## src/rtl/adc_trigger_pkg.sv

```systemverilog
// -----------------------------------------------------------------------------
// adc_trigger_pkg
//   Shared definitions for the analog trigger detector:
//   - trig_state_e : 2-bit status encoding driven on trig_state
//   - fsm_state_e  : internal FSM states (FIRE is distinct internally)
//   - trig_mode_e  : trigger modes carried in the configuration word
//   - CFG_* field positions of the 32-bit configuration word, shared with
//     the SPI configuration module
//   - trig_cfg_t   : unpacked view of the configuration word
// -----------------------------------------------------------------------------
package adc_trigger_pkg;

    // Status encoding seen on trig_state.
    typedef enum logic [1:0] {
        TS_IDLE  = 2'd0,
        TS_ARMED = 2'd1,
        TS_WAIT  = 2'd2,
        TS_HOLD  = 2'd3
    } trig_state_e;

    // Internal FSM states. FIRE reports as HOLD on the status port.
    typedef enum logic [2:0] {
        S_IDLE,
        S_ARMED,
        S_WAIT,
        S_FIRE,
        S_HOLD
    } fsm_state_e;

    typedef enum logic [1:0] {
        MODE_OFF    = 2'd0,
        MODE_NORMAL = 2'd1,
        MODE_AUTO   = 2'd2,
        MODE_SINGLE = 2'd3
    } trig_mode_e;

    localparam logic SLOPE_RISE = 1'b0;
    localparam logic SLOPE_FALL = 1'b1;

    // Configuration word field positions.
    localparam int CFG_LEVEL_LSB   = 0;
    localparam int CFG_LEVEL_W     = 8;
    localparam int CFG_HYST_LSB    = 8;
    localparam int CFG_HYST_W      = 4;
    localparam int CFG_SRC_BIT     = 12;
    localparam int CFG_SLOPE_BIT   = 13;
    localparam int CFG_MODE_LSB    = 14;
    localparam int CFG_MODE_W      = 2;
    localparam int CFG_HOLDOFF_LSB = 16;
    localparam int CFG_HOLDOFF_W   = 16;

    typedef struct packed {
        logic [CFG_HOLDOFF_W-1:0] holdoff;
        trig_mode_e               mode;
        logic                     slope;
        logic                     src;
        logic [CFG_HYST_W-1:0]    hyst;
        logic [CFG_LEVEL_W-1:0]   level;
    } trig_cfg_t;

    function automatic trig_cfg_t unpack_cfg(input logic [31:0] word);
        trig_cfg_t c;
        c.level   = word[CFG_LEVEL_LSB +: CFG_LEVEL_W];
        c.hyst    = word[CFG_HYST_LSB +: CFG_HYST_W];
        c.src     = word[CFG_SRC_BIT];
        c.slope   = word[CFG_SLOPE_BIT];
        c.mode    = trig_mode_e'(word[CFG_MODE_LSB +: CFG_MODE_W]);
        c.holdoff = word[CFG_HOLDOFF_LSB +: CFG_HOLDOFF_W];
        return c;
    endfunction

    function automatic trig_state_e status_of(input fsm_state_e s);
        case (s)
            S_ARMED:        return TS_ARMED;
            S_WAIT:         return TS_WAIT;
            S_FIRE, S_HOLD: return TS_HOLD;
            default:        return TS_IDLE;
        endcase
    endfunction

endpackage

```

## src/rtl/adc_trigger_compare.sv

```systemverilog
// -----------------------------------------------------------------------------
// trig_compare
//   Combinational threshold unit. Derives the hysteresis pre-threshold from
//   level/hyst with 9-bit saturating arithmetic and qualifies a sample.
// Ports:
//   sample  in  8  registered ADC sample
//   level   in  8  trigger level
//   hyst    in  4  hysteresis width
//   slope   in  1  0 = rising, 1 = falling
//   arm_ok  out 1  sample is on the far side of the pre-threshold
//   fire_ok out 1  sample has reached the trigger level
// -----------------------------------------------------------------------------
module trig_compare
    import adc_trigger_pkg::*;
(
    input  logic [7:0] sample,
    input  logic [7:0] level,
    input  logic [3:0] hyst,
    input  logic       slope,
    output logic       arm_ok,
    output logic       fire_ok
);

    logic [8:0] lo9;
    logic [8:0] hi9;
    logic [7:0] pre;

    // Ninth bit is the borrow (rising) or carry (falling) used for saturation.
    assign lo9 = {1'b0, level} - {5'b0, hyst};
    assign hi9 = {1'b0, level} + {5'b0, hyst};

    // NOTE: every output gets a default first so no path can infer a latch.
    always_comb begin
        pre     = level;
        arm_ok  = 1'b0;
        fire_ok = 1'b0;
        if (slope == SLOPE_RISE) begin
            pre     = lo9[8] ? 8'd0 : lo9[7:0];
            arm_ok  = (sample <= pre);
            fire_ok = (sample >= level);
        end else begin
            pre     = hi9[8] ? 8'd255 : hi9[7:0];
            arm_ok  = (sample >= pre);
            fire_ok = (sample <= level);
        end
    end

endmodule

```

## src/rtl/adc_trigger.sv

```systemverilog
// -----------------------------------------------------------------------------
// adc_trigger
//   Analog trigger detector. Watches one ADC channel at the decimated sample
//   rate and issues a one-cycle trigger_req after level/slope/hysteresis
//   qualification, an auto-timeout or an MCU force, followed by a holdoff.
// Parameters:
//   AUTO_W  width of the auto-trigger timeout counter (clk cycles)
//   HOLD_W  width of the holdoff counter (samples)
// Ports:
//   clk          in  1   sample clock
//   rst          in  1   synchronous active-high reset
//   sample_en    in  1   adc_a/adc_b hold a new sample this cycle
//   adc_a        in  8   channel A sample
//   adc_b        in  8   channel B sample
//   cfg          in  32  configuration word, latched on IDLE->ARMED
//   enable       in  1   capture driver is waiting for a trigger
//   force_trig   in  1   one-cycle force request
//   trigger_req  out 1   one-cycle trigger pulse
//   trig_state   out 2   FSM status (IDLE/ARMED/WAIT/HOLD)
//   auto_fired   out 1   last trigger came from timeout or force
// -----------------------------------------------------------------------------
module adc_trigger
    import adc_trigger_pkg::*;
#(
    parameter int AUTO_W = 24,
    parameter int HOLD_W = 16
) (
    input  logic        clk,
    input  logic        rst,
    input  logic        sample_en,
    input  logic [7:0]  adc_a,
    input  logic [7:0]  adc_b,
    input  logic [31:0] cfg,
    input  logic        enable,
    input  logic        force_trig,
    output logic        trigger_req,
    output logic [1:0]  trig_state,
    output logic        auto_fired
);

    localparam logic [AUTO_W-1:0] AUTO_MAX  = '1;
    // Moving to FIRE on the cycle the counter steps to its maximum makes the
    // trigger land exactly 2^AUTO_W-1 cycles after ARMED entry.
    localparam logic [AUTO_W-1:0] AUTO_LAST = {{(AUTO_W-1){1'b1}}, 1'b0};

    fsm_state_e        state;
    trig_cfg_t         cfg_q;
    trig_cfg_t         cfg_in;
    logic [7:0]        a_q;
    logic [7:0]        b_q;
    logic              smp_vld;
    logic [AUTO_W-1:0] auto_cnt;
    logic [HOLD_W-1:0] hold_cnt;
    logic [HOLD_W-1:0] holdoff_len;
    logic              single_lock;

    logic [7:0]        cur_sample;
    logic              arm_ok;
    logic              fire_ok;

    logic              go_abort;
    logic              go_fire;
    logic              fire_is_auto;
    logic              go_wait;

    assign cfg_in      = unpack_cfg(cfg);
    assign cur_sample  = cfg_q.src ? b_q : a_q;
    assign holdoff_len = HOLD_W'(cfg_q.holdoff);
    assign trig_state  = status_of(state);

    trig_compare u_cmp (
        .sample  (cur_sample),
        .level   (cfg_q.level),
        .hyst    (cfg_q.hyst),
        .slope   (cfg_q.slope),
        .arm_ok  (arm_ok),
        .fire_ok (fire_ok)
    );

    // Event arbitration while waiting for a trigger:
    // enable drop > force > level fire > auto timeout > arming.
    always_comb begin
        go_abort     = 1'b0;
        go_fire      = 1'b0;
        fire_is_auto = 1'b0;
        go_wait      = 1'b0;
        if (state == S_ARMED || state == S_WAIT) begin
            if (!enable) begin
                go_abort = 1'b1;
            end else if (force_trig) begin
                go_fire      = 1'b1;
                fire_is_auto = 1'b1;
            end else if (state == S_WAIT && smp_vld && fire_ok) begin
                go_fire = 1'b1;
            end else if (cfg_q.mode == MODE_AUTO && auto_cnt == AUTO_LAST) begin
                go_fire      = 1'b1;
                fire_is_auto = 1'b1;
            end else if (state == S_ARMED && smp_vld && arm_ok) begin
                // A sample meeting both conditions only arms; the fire must
                // come from a later sample so a real edge is seen.
                go_wait = 1'b1;
            end
        end
    end

    // NOTE: sequential state uses non-blocking assignments so every register
    // samples pre-edge values regardless of statement order.
    always_ff @(posedge clk) begin
        if (rst) begin
            state       <= S_IDLE;
            cfg_q       <= '0;
            a_q         <= '0;
            b_q         <= '0;
            smp_vld     <= 1'b0;
            auto_cnt    <= '0;
            hold_cnt    <= '0;
            single_lock <= 1'b0;
            trigger_req <= 1'b0;
            auto_fired  <= 1'b0;
        end else begin
            trigger_req <= 1'b0;
            smp_vld     <= sample_en;
            if (sample_en) begin
                a_q <= adc_a;
                b_q <= adc_b;
            end

            if (!enable) begin
                single_lock <= 1'b0;
            end

            // Timeout counter runs in ARMED and WAIT and saturates.
            if ((state == S_ARMED || state == S_WAIT) && auto_cnt != AUTO_MAX) begin
                auto_cnt <= auto_cnt + 1'b1;
            end

            case (state)
                S_IDLE: begin
                    if (enable && cfg_in.mode != MODE_OFF && !single_lock) begin
                        cfg_q    <= cfg_in;
                        auto_cnt <= '0;
                        state    <= S_ARMED;
                    end
                end

                S_ARMED, S_WAIT: begin
                    if (go_abort) begin
                        state <= S_IDLE;
                    end else if (go_fire) begin
                        state       <= S_FIRE;
                        trigger_req <= 1'b1;
                        auto_fired  <= fire_is_auto;
                        hold_cnt    <= '0;
                    end else if (go_wait) begin
                        state <= S_WAIT;
                    end
                end

                S_FIRE: begin
                    state <= S_HOLD;
                end

                S_HOLD: begin
                    if (hold_cnt == holdoff_len) begin
                        state <= S_IDLE;
                        // Single mode waits for an enable toggle before re-arming.
                        if (cfg_q.mode == MODE_SINGLE) begin
                            single_lock <= 1'b1;
                        end
                    end else if (sample_en) begin
                        hold_cnt <= hold_cnt + 1'b1;
                    end
                end

                default: begin
                    state <= S_IDLE;
                end
            endcase
        end
    end

endmodule
```

## config.mk

```make
export PLATFORM = sky130hd
export DESIGN_NAME = adc_trigger
export DESIGN_NICKNAME = d
export VERILOG_FILES = /design/src/rtl/adc_trigger_pkg.sv /design/src/rtl/adc_trigger_compare.sv /design/src/rtl/adc_trigger.sv
export SDC_FILE = /design/constraint.sdc
export NUM_CORES = 1
export LEC_CHECK = 0
export CAP_MARGIN = 20
export CORE_MARGIN = 1.5
export CORE_UTILIZATION = 50
export CTS_CLUSTER_DIAMETER = 150
export DETAILED_ROUTE_END_ITERATION = 8
export GPL_ROUTABILITY_DRIVEN = 0
export HOLD_SLACK_MARGIN = 0.03
export PLACE_DENSITY = 0.8
export SYNTH_ARGS = -nofsm -noshare
export SYNTH_HDL_FRONTEND = slang
export SYNTH_SLANG_ARGS = --single-unit
```

## constraint.sdc

```tcl
create_clock -name clk -period 3.3 [get_ports clk]
set_clock_uncertainty 0.1 [all_clocks]
set_input_delay 0.825 -clock clk [delete_from_list [all_inputs] [get_ports clk]]
set_output_delay 0.825 -clock clk [all_outputs]
set_load 0.02 [all_outputs]
```

==> out/results.tsv <==
stage	metric	value	unit
min_path	worst hold path type	reg2reg	
final_layout	nets@finish	792	
critical_path	CP Max Fanout	3	
critical_path	Critical Path Start Type	register	
final_layout	Finished Layout Cells	843	
synthesis	Post-synth top flop	dfxtp_1	
critical_path	cell family with most CP delay	compound AO/OA/AOI/OAI gates	
sta	Fin. Hold Viols	0	
outcome	violated checks	setup timing	
drt	1st-iter DRT viols	235	
clocking	hold buffers post-CTS	0	
final_layout	final instance area	6361	um2
place	Port Buf Inserts	56	
drt	final wirelength	12350	um
synthesis	FFs w/ async S/R, synth	0	%
sta	hold_ws	0.3729	ns
drt	met3 WL	497	um
sta	setup TNS	-0.1497	ns
final_layout	FILL cells	847	
global_route	antenna violations before repair	0	
outcome	outcome	finished with violations	
drt	met2 WL post-DR	5965	um
drt	remaining antenna violation count	0	
critical_path	CP most frequent cell	nor2_1	
critical_path	CP Data Arrival Time	3.54	ns
clocking	Sink Count	95	
place	DP HPWL	9068	um
critical_path	CP bufs+invs	3	
power_and_ir_drop	Max IR drop VDD	0.2315	mV
sta	max frequency	295.8	MHz
synthesis	Ys Warns	0	
final_layout	diode count	0	
place	placed cell count	824	
clocking	Worst-Skew Late Latency	0.37	ns
floorplan	die span in y	105.0	um
floorplan	Die W	105.0	um
floorplan	die area	11030	um2
sta	Slew HR	53.65	%
power_and_ir_drop	PD cells	524.9	nW/um2
clocking	Max clock buf depth	2	
place	Placed Area	6035	um2
critical_path	Cell Chain, Critical Path	inv_2, ha_4, inv_2, a21oi_2, nor2_1, nor2_1, nor2_1, o21ai_2, xnor2_1, nor2_1, ha_1, a21oi_1, nand2_1, a41o_1, a21oi_2, nor2b_1, o311ai_1, buf_4, a31oi_4, mux2i_1	
final_layout	share of cells above drive strength 1	11.46	%
sta	RSZ-0062 raised after global routing	true	
synthesis	commonest cells in the netlist	95 x dfxtp_1, 95 x nand2_1, 71 x nor2_1	
synthesis	Synth Net Count	722	
clocking	CTS root buf	clkbuf_8	
clocking	H-tree levels	3	
floorplan	initial cell density of the core	50.87	%
clocking	total CTS buffers	9	
synthesis	synthesized flop and latch total	95	
drt	Routed wire per std cell	14.65	um
critical_path	Worst setup EP type	register	
sta	final setup fails	2	
global_route	grt ovf	0	
floorplan	core area	10230	um2
sta	worst setup margin	-0.08089	ns
floorplan	cell row count	37	
critical_path	Crit path required time	3.46	ns
floorplan	Ports	57	
drt	DR vias/cell	5.581	
global_route	largest net degree at the start of global routing	39	
synthesis	sequential fraction of the synthesis area	36.54	%
sta	crit share post-route	102.5	%
job	max_cap viols	0	
synthesis	number of synthesized flops with an enable pin	0	
final_layout	P&R area growth vs syn	22.21	%
synthesis	Netlist cell types	56	
final_layout	Core Util, Final	62.17	%
drt	drt first pass iters	5	
sta	Slew @ Worst Pin	0.6953	ns
critical_path	slowest CP cell	dfxtp_2	
synthesis	Mapped Cells	632	
synthesis	top cells by area, synth	dfxtp_1 37%, ha_1 8.4%, nand2_1 6.9%	
drt	top sig layer	met4	
power_and_ir_drop	Leak	2.408	nW
synthesis	syn avg cell area	8.236	um2
global_route	GRT Util Overall	23.03	%
synthesis	share of the synthesized area in the top cell type	36.54	%
drt	Remaining DRCs	0	
synthesis	leading area contributor after synthesis	dfxtp_1	
sta	post-layout min period	3.381	ns
critical_path	max incr delay on CP	0.34	ns
global_route	global-route wire length before repair	20670	um
drt	met1 WL	5506	um
global_route	vias in the first global route	4611	
clocking	CTS tree	yes	
critical_path	Worst Path Class, Setup	reg2reg	
clocking	Worst-path clk slew	0.09	ns
sta	Final Max Tran Viols	0	
drt	via count	4705	
synthesis	Mapped Area	5205	um2
-- cells by family after synthesis --
family | after synthesis | synth area share [%]
AOI/OAI and AO/OA | 109 | 13.17
muxes | 31 | 6.154
adders and majority gates | 37 | 9.183
and+or+nand+nor | 260 | 23.15
xor gates and xnor gates | 46 | 7.740
DFF | 95 | 36.54
buffers and inverters | 54 | 4.062
-- flip-flops by register name, indices dropped and copies added (netlist names) --
name,flops
holdoff_len,16
hold_cnt,16
b_q,8
a_q,8
auto_fired,1
state,3
smp_vld,1
trigger_req,1
cfg_q,16
auto_cnt,24
single_lock,1
-- worst min-delay path, cell delays in order (launching register included) --
cell,delay [ns]
dfxtp_1,0.33
nand2_1,0.05
a21oi_1,0.05
-- per-stage QoR --
stage | worst slack, ns | power, W
CTS | 0.0002365 | 0.003300
floorplan | 0.03248 | 0.002065
global placement | 0.02491 | 0.002367
global route | -0.2934 | 0.003537
finish | -0.08089 | 0.003339
detailed placement | -0.1318 | 0.002420
-- report_power, final --
group,internal [W],leakage (nW),switching (W)
Sequential,0.00123,0.775,0.0000892
Combinational,0.000514,1.52,0.000615
Clock,0.000472,0.113,0.000414
-- per-layer routing --
metal	global-route usage, %	vias up
li1	-	2313
met1	28.45	2218
met2	38.98	134
met3	3.431	40
met4	11.45	0
met5	0	-
-- cell usage in the layout (no fill, tap or decap), types with 11 or more instances in the layout --
cell type,Yosys,layout
clkbuf_8,0,11
xnor2_1,30,30
nand4_1,14,14
xor2_1,16,16
mux2i_1,23,23
nand2_1,95,95
o21ai_0,13,12
inv_1,28,26
clkdlybuf4s50_1,0,55
nor2_1,71,69
ha_1,35,33
nand3_1,29,29
buf_4,0,27
a21oi_1,57,55
dfxtp_1,95,91
-- final cells by class --
type                            instances  area [um2]  area share (%)
Clock buffer                           12       155.1           2.439
Clock inverter                          4       76.32           1.200
Inverter                               29       108.9           1.711
Multi-Input combinational cell        483        3163           49.72
Sequential cell                        95        1909           30.02
Tap cell                              136       170.2           2.675
Timing Repair Buffer                   84       778.2           12.23
-- repair_timing --
action / in CTS / in global routing
cloned: 0 / 0
pin swaps: 0 / 14
buffers inserted: 0 / 3
resized for setup: 5 / 18
endpoints found under the setup margin: 2 / 11
-- path summary, 6_finish.rpt --
check	slack [ns]	startpoint	endpoint	cells past startpoint
worst max-delay path	-0.08	cfg_q[9]	state[0]	20
worst max register to register	-0.08	cfg_q[9]	state[0]	20
worst min-delay path	0.37	holdoff_len[5]	holdoff_len[5]	2
worst min register to register	0.37	holdoff_len[5]	holdoff_len[5]	2
No activity file was read; power rests on OpenSTA's default activity.
